==> config.mk <==
export PLATFORM = sky130hd
export DESIGN_NAME = alu_issue_stage
export DESIGN_NICKNAME = d
export VERILOG_FILES = /design/src/rtl/alu_issue_stage_pkg.sv /design/src/rtl/alu_issue_stage_decode.sv /design/src/rtl/alu_issue_stage.sv
export SDC_FILE = /design/constraint.sdc
export NUM_CORES = 1
export LEC_CHECK = 0
export CAP_MARGIN = 20
export CORE_UTILIZATION = 35
export DETAILED_ROUTE_END_ITERATION = 10
export PLACE_DENSITY = 0.84
export SYNTH_ARGS = -nofsm -noshare
export SYNTH_HDL_FRONTEND = slang
export SYNTH_SLANG_ARGS = --single-unit
export TNS_END_PERCENT = 50
==> constraint.sdc <==
create_clock -name Clock -period 1.1 [get_ports Clock]
set_input_delay 0.11 -clock Clock [delete_from_list [all_inputs] [get_ports Clock]]
set_output_delay 0.11 -clock Clock [all_outputs]
set_load 0.01 [all_outputs]
==> src/rtl/alu_issue_stage_pkg.sv <==
// Shared ALU function codes, slice op codes and issue-stage types.
// No logic here; imported by the issue stage and its control decoder.
// Backpressure: n/a.
package alu_issue_stage_pkg;

  localparam int DEF_WIDTH     = 24;
  localparam int DEF_IMM_WIDTH = 12;

  localparam logic [3:0] FN_AND = 4'd0;
  localparam logic [3:0] FN_OR  = 4'd1;
  localparam logic [3:0] FN_ADD = 4'd2;
  localparam logic [3:0] FN_SUB = 4'd3;
  localparam logic [3:0] FN_XOR = 4'd4;
  localparam logic [3:0] FN_SLT = 4'd5;

  localparam logic [2:0] OP_AND = 3'b000;
  localparam logic [2:0] OP_OR  = 3'b001;
  localparam logic [2:0] OP_ADD = 3'b010;
  localparam logic [2:0] OP_SLT = 3'b011;
  localparam logic [2:0] OP_XOR = 3'b101;

  typedef enum logic {
    ST_EMPTY = 1'b0,
    ST_FULL  = 1'b1
  } state_t;

  typedef struct packed {
    logic [2:0] op;
    logic       binvert;
    logic       cin;
    logic       illegal;
  } ctrl_t;

endpackage

==> src/rtl/alu_issue_stage_decode.sv <==
// Translates an ALU function code into 1-bit-slice controls.
// Latency: combinational, zero cycles.
// Backpressure: none; pure decode.
module alu_control_decode
  import alu_issue_stage_pkg::*;
(
  input  logic [3:0] AluFunct,
  output logic [2:0] Op,
  output logic       BInvert,
  output logic       CIN,
  output logic       Illegal
);

  ctrl_t ctrl;

  always_comb begin
    ctrl = '{op: OP_AND, binvert: 1'b0, cin: 1'b0, illegal: 1'b0};
    case (AluFunct)
      FN_AND: ctrl.op = OP_AND;
      FN_OR:  ctrl.op = OP_OR;
      FN_ADD: ctrl.op = OP_ADD;
      // Subtraction is A + ~B + 1; the slices do the inversion.
      FN_SUB: ctrl = '{op: OP_ADD, binvert: 1'b1, cin: 1'b1, illegal: 1'b0};
      FN_XOR: ctrl.op = OP_XOR;
      FN_SLT: ctrl = '{op: OP_SLT, binvert: 1'b1, cin: 1'b1, illegal: 1'b0};
      default: ctrl.illegal = 1'b1;
    endcase
  end

  assign Op      = ctrl.op;
  assign BInvert = ctrl.binvert;
  assign CIN     = ctrl.cin;
  assign Illegal = ctrl.illegal;

endmodule

==> src/rtl/alu_issue_stage.sv <==
// Issue stage ahead of the slice ALU: B-operand select, control decode, one register slot.
// Latency: one cycle from accept to OutValid.
// Backpressure: valid/ready; InReady = ~OutValid | OutReady so a full slot streams at 1/cycle.
module alu_issue_stage
  import alu_issue_stage_pkg::*;
#(
  parameter int WIDTH     = DEF_WIDTH,
  parameter int IMM_WIDTH = DEF_IMM_WIDTH
) (
  input  logic                 Clock,
  input  logic                 Reset,
  input  logic                 InValid,
  output logic                 InReady,
  input  logic                 Flush,
  input  logic [3:0]           AluFunct,
  input  logic                 UseImm,
  input  logic [WIDTH-1:0]     RegA,
  input  logic [WIDTH-1:0]     RegB,
  input  logic [IMM_WIDTH-1:0] Imm,
  output logic                 OutValid,
  input  logic                 OutReady,
  output logic [WIDTH-1:0]     A,
  output logic [WIDTH-1:0]     B,
  output logic [2:0]           Op,
  output logic                 BInvert,
  output logic                 CIN,
  output logic                 Illegal
);

  state_t           state, state_nxt;
  logic             accept;
  logic [WIDTH-1:0] b_sel;
  logic [WIDTH-1:0] imm_sext;
  ctrl_t            dec;
  ctrl_t            ctrl_q;

  alu_control_decode u_decode (
    .AluFunct (AluFunct),
    .Op       (dec.op),
    .BInvert  (dec.binvert),
    .CIN      (dec.cin),
    .Illegal  (dec.illegal)
  );

  assign imm_sext = {{(WIDTH-IMM_WIDTH){Imm[IMM_WIDTH-1]}}, Imm};
  assign b_sel    = UseImm ? imm_sext : RegB;

  assign OutValid = (state == ST_FULL);
  assign InReady  = ~OutValid | OutReady;
  assign accept   = InValid & InReady & ~Flush;

  always_comb begin
    state_nxt = state;
    case (state)
      ST_EMPTY: if (accept) state_nxt = ST_FULL;
      ST_FULL: begin
        if (Flush)               state_nxt = ST_EMPTY;
        else if (accept)         state_nxt = ST_FULL;
        else if (OutReady)       state_nxt = ST_EMPTY;
      end
      default: state_nxt = ST_EMPTY;
    endcase
  end

  always_ff @(posedge Clock) begin
    if (Reset) state <= ST_EMPTY;
    else       state <= state_nxt;
  end

  // Data registers only move on accept, so a stall keeps every field stable.
  always_ff @(posedge Clock) begin
    if (Reset) begin
      A      <= '0;
      B      <= '0;
      ctrl_q <= '0;
    end else if (accept) begin
      A      <= RegA;
      B      <= b_sel;
      ctrl_q <= dec;
    end else if (Flush) begin
      ctrl_q.illegal <= 1'b0;
    end
  end

  assign Op      = ctrl_q.op;
  assign BInvert = ctrl_q.binvert;
  assign CIN     = ctrl_q.cin;
  assign Illegal = ctrl_q.illegal;

endmodule

Yosys cells after proc, flatten, opt, wreduce, memory -nomap -nowiden --
Cells that the tools add are included.
Storage, ports and cells: register bits after elaboration 55, output and inout bits 56
Operators by class: bitwise logic cells 5, equality and inequality tests 5, mux-type cells 11, reductions and logical operators 5
Operators by type and width (count):
- $mux W24 | 1
- $pmux W3 S4 | 1
- $eq A4 B2 Y1 const B | 2
- $eq A4 B3 Y1 const B | 2
- $mux W1 | 7
- $reduce_or A6 Y1 | 1
- $eq A4 B1 Y1 const B | 1
- $logic_not A4 Y1 | 1
- $reduce_or A2 Y1 | 2
- $and A1 B1 Y1 | 2
- $mux W2 | 1
- $not A1 Y1 | 2
- $pmux W1 S2 | 1
- $reduce_bool A2 Y1 | 1
- $or A1 B1 Y1 | 1

Depth between registers and ports, before layout --
depth after elaboration 7, depth in mapped cells 5, gate-level depth less buffers 4

Hierarchy --
Synthesis repeated with hierarchy kept, for this count alone.
Second synthesis, totals: cells, all modules 264, area, all modules 2436.1 um^2
Modules (own cells, without submodules):
- alu_issue_stage | cells an instance 254, times used 1, area an instance 2362.3 um^2
- alu_control_decode | cells an instance 10, times used 1, area an instance 73.8 um^2

Worst setup path before layout --
Ideal clock, no wire load.
path kind register -> register, start reg state, in the netlist OutValid, end reg B[12], setup slack -84 ps, data arrival time 1044 ps, cell stages (with the launch flop) 5, setup time 140 ps, cell sequence dfxtp_1 nor2b_2 nor2_1 buf_2 a211oi_1
On the way: word-level cells in the longest chain between the ends 4
Ends and longest elaborated chain:
- start: declaration | RTL line alu_issue_stage.sv:30 | state_t state, state_nxt;
- start signal: assignment | RTL line alu_issue_stage.sv:67 | else state <= state_nxt;
- $not A1 Y1
- $or A1 B1 Y1 | RTL line alu_issue_stage.sv:49 | assign InReady = ~OutValid | OutReady;
- $and A1 B1 Y1 (2 in series) | RTL line alu_issue_stage.sv:50 | assign accept = InValid & InReady & ~Flush;
- end signal: assignment | RTL line alu_issue_stage.sv:78 | B <= b_sel;
- end: declaration | RTL line alu_issue_stage.sv:23 | output logic [WIDTH-1:0] B,
No other way between the ends. A chain may end at the register's enable or synchronous reset.

Worst setup path after layout --
start reg state, in the netlist OutValid, end reg ctrl_q, in the netlist Illegal
On the way: word-level cells in the longest chain between the ends 5, elaborated cells on any way between the ends 6, those cells by class mux (1); bitwise (4); reduce/logical (1)
Ends and longest elaborated chain:
- $not A1 Y1 *
- $or A1 B1 Y1 * | RTL line alu_issue_stage.sv:49
- $and A1 B1 Y1 * (2 in series) | RTL line alu_issue_stage.sv:50
- $mux W1 or $reduce_bool A2 Y1 (tied branches)
- end: declaration | RTL line alu_issue_stage.sv:35 | ctrl_t ctrl_q;
Mark *: on every way between the ends. The rest lies on a longest branch, timed or not.

==> summary.md <==
| Metric | Value |
|---|---|
| Status | finished with violations |
| Failing checks | design-rule violations, negative setup slack |
| CP Launch Type | flip-flop |
| Vias/cell | 5.346 |
| Register area share after synthesis | 0.4603 |
| CTS Root Cell | clkbuf_8 |
| Core footprint | 6422 sq um |
| Final critical-path required period | ~1200 ps |
| Yosys warns | 0 |
| Met3 usage | 0.03858 |
| Pwr per Cell Area | approximately 1000 nW/um^2 |
| DRT Wirelength | 7.377 mm |
| Largest cells by area after synthesis | dfxtp_1, a21oi_1, mux2i_1 |
| Post-synth net total | 327 |
| Tot Pwr | 0.004293 W |
| Placer Congestion | 0.8433 |
| First-pass GRT wire length | 11.36 mm |
| Slew Viols, Final | 0 |
| Max Cap Viol | 0 |
| Clock buffer count from CTS | 5 |
| Die area | 7042 sq um |
| Drt first pass iters | 7 |
| Crit-path slowest cell | dfxtp_2 |
| Peak supply drop | 514.0 uV |
| Die Wd | between 80 and 90 um |
| Hold Violations, Final | 0 |
| Layout cell share with drive strength beyond 1 | 0.1933 |
| Initial antenna violation count | 0 |
| Peak Freq | 845.9 MHz |
| Lkg Pwr | 1.742 nW |
| Grt met2 use | 0.3458 |
| Clock H-tree levels | 2 |
| # setup viols final | 32 |
| FP Rows | 29 |
| Post-route setup slack | -82.23 ps |
| Dpl hpwl | 4.889 mm |
| Syn Area/Cell | 9.138 sq um |
| Setup repair after global routing missed its margin | yes |
| Hold Slack | roughly 100 ps |
| Crit path max fanout | 22 |
| Clk_skew | 9.397 ps |
| Largest incremental delay on the critical path | 340 ps |
| Hold Crit Class | input port to flip-flop |
| Largest net degree at the start of global routing | 35 |
| Worst EP required | around 1300 ps |
| Synth top area share | 0.4603 |
| Busiest layer in global routing | met2 |
| Initial Util | 0.3657 |
| Synthesized area | 2349 sq um |
| Worst-Margin Slew | 271.6 ps |
| Area growth from synthesis to layout | 74.59% |
| Total number of vias | 2486 |
| Nets | 457 |
| Crit path capture type | flip-flop |
| #FFs+latches synth | 54 |
| Fin crit share | 1.075 |
| IO Port Bufs | between 100 and 150 |
| Maximum clock path buffer count | 2 |
| Met1 Resource Use GR | 0.2433 |
| Largest area contributor in the netlist | dfxtp_1 |
| Crit path cell chain | nor2b_4, inv_2, buf_12, and3_1, nor4_1 |
| DRT antenna net count | 0 |
| DR DRC count | 14 |
| CTS Sinks | 54 |
| Die H | 83.92 um |
| WP data arrival | 1390 ps |
| CTS tree | built |
| WL/cell | 15.86 um |
| Vias in the first global route | 2440 |
| Cells after synthesis | 257 |
| Global Route Usage Sum | 0.1973 |
| Critical path type | flip-flop to flip-flop |
| Max-slew headroom | 0.8138 |
| Clock transition at path regs | 90 ps |
| # IOs | about 130 |
| Synth unique cells | 28 |
| Clk_lat worst skew | 300 ps |
| Initial DRC Count | 89 |
| ANT cells | 0 |
| Congestion Overflow GR | 0 |
==> layout make-up <==
cell class | count | area (sq um)
flip-flops and latches | 54 | 1084
multi-input cells | 172 | 1237
fillers | 553 | 2322
well taps | 77 | 96.34
repair buffers | 153 | 1588
inverters | 1 | 3.754
clock inverters | 1 | 5.005
clock buffers | 7 | 86.33
==> flip-flops by register name, summed over array words and instances, names as in the netlist <==
| signal | flops |
|---|---|
| BInvert | 1 |
| Illegal | 1 |
| OutValid | 1 |
| A | 24 |
| B | 24 |
| Op | 3 |
==> cells in the mapped netlist (all sizes together) <==
| cell type | number |
|---|---|
| a2111o | 1 |
| nand3b | 1 |
| nor2b | 4 |
| nand3 | 24 |
| inv | 1 |
| mux2i | 24 |
| xor2 | 1 |
| a211oi | 24 |
| nor4 | 1 |
| nand2b | 2 |
| dfxtp | 54 |
| clkbuf | 12 |
| nor3 | 1 |
| and3 | 1 |
| o21ai | 28 |
| buf | 18 |
| nor2 | 3 |
| a21oi | 54 |
| nand4 | 2 |
| o2111ai | 1 |
==> worst max-delay path, delay by kind of cell, from the launching register on <==
family                 cells  cell delay (ps)
buffers and inverters      2              260
AND/OR/NAND/NOR            3              500
flip-flops                 1              340
==> cells by family (layout without fill, tap and decap cells) <==
family	after synthesis	count (layout)	synth area share
AO/OA/AOI/OAI	108	108	0.2706
XOR/XNOR	1	1	0.003730
buffers and inverters	31	162	0.07404
flip-flops	54	54	0.4603
multiplexers	24	24	0.1023
AND/OR/NAND/NOR	39	39	0.08898
==> layer usage <==
layer / vias up / part of all wire
met3: 12 / 0.048
met1: 1180 / 0.44
met2: 92 / 0.50
met4: 0 / 0.019
met5: - / 0
li1: 1202 / -
==> placed cells by master (no fill, tap or decap), drive strengths merged <==
master,count
a2111o,1
a211oi,24
a21oi,54
and3,1
buf,25
clkbuf,12
clkdlybuf4s15,2
clkdlybuf4s50,66
clkinv,1
dfxtp,54
dlygate4sd2,53
dlymetal6s2s,2
inv,1
mux2i,24
nand2b,2
nand3,24
nand3b,1
nand4,2
nor2,3
nor2b,4
nor3,1
nor4,1
o2111ai,1
o21ai,28
xor2,1
==> repair_timing <==
item | CTS | global route
endpoints found under the setup margin | 107 | 56
resized for setup | 66 | 50
gates cloned | 0 | 4
hold buffers | 0 | 0
setup buffers | 0 | 3
endpoints found under the hold margin | 0 | 0
pin swaps | 0 | 12
==> power by group <==
part	leakage [nW]	internal, W	switching (W)
Clock	0.0482	0.000509	0.000606
Combinational	1.25	0.000596	0.000461
Sequential	0.444	0.00206	0.0000570
==> worst paths after layout <==
kind	start	endpoint	slack, ps	depth (start not counted)
max	OutValid$_SDFF_PP0_	Illegal$_SDFFE_PP0P_	-80	5
min	Reset	Op[1]$_SDFFE_PP0P_	100	2
max reg2reg	OutValid$_SDFF_PP0_	Illegal$_SDFFE_PP0P_	-80	5
min reg2reg	A[12]$_SDFFE_PP0P_	A[12]$_SDFFE_PP0P_	480	2
==> metrics by stage <==
stage	TNS, ps	util	setup WS (ps)	instance area (sq um)	cells
after detailed placement	-17800	0.5880	-406.3	3776	450
after CTS	-3381	0.5919	-173.4	3801	458
after global placement	-15300	0.5880	-335.8	3776	450
final	-1798	0.6384	-82.23	4100	465
after global routing	-3973	0.6384	-136.9	4100	465
after floorplan	0	-	0.1171	2384	257
Power figures use the tool's default switching activity.
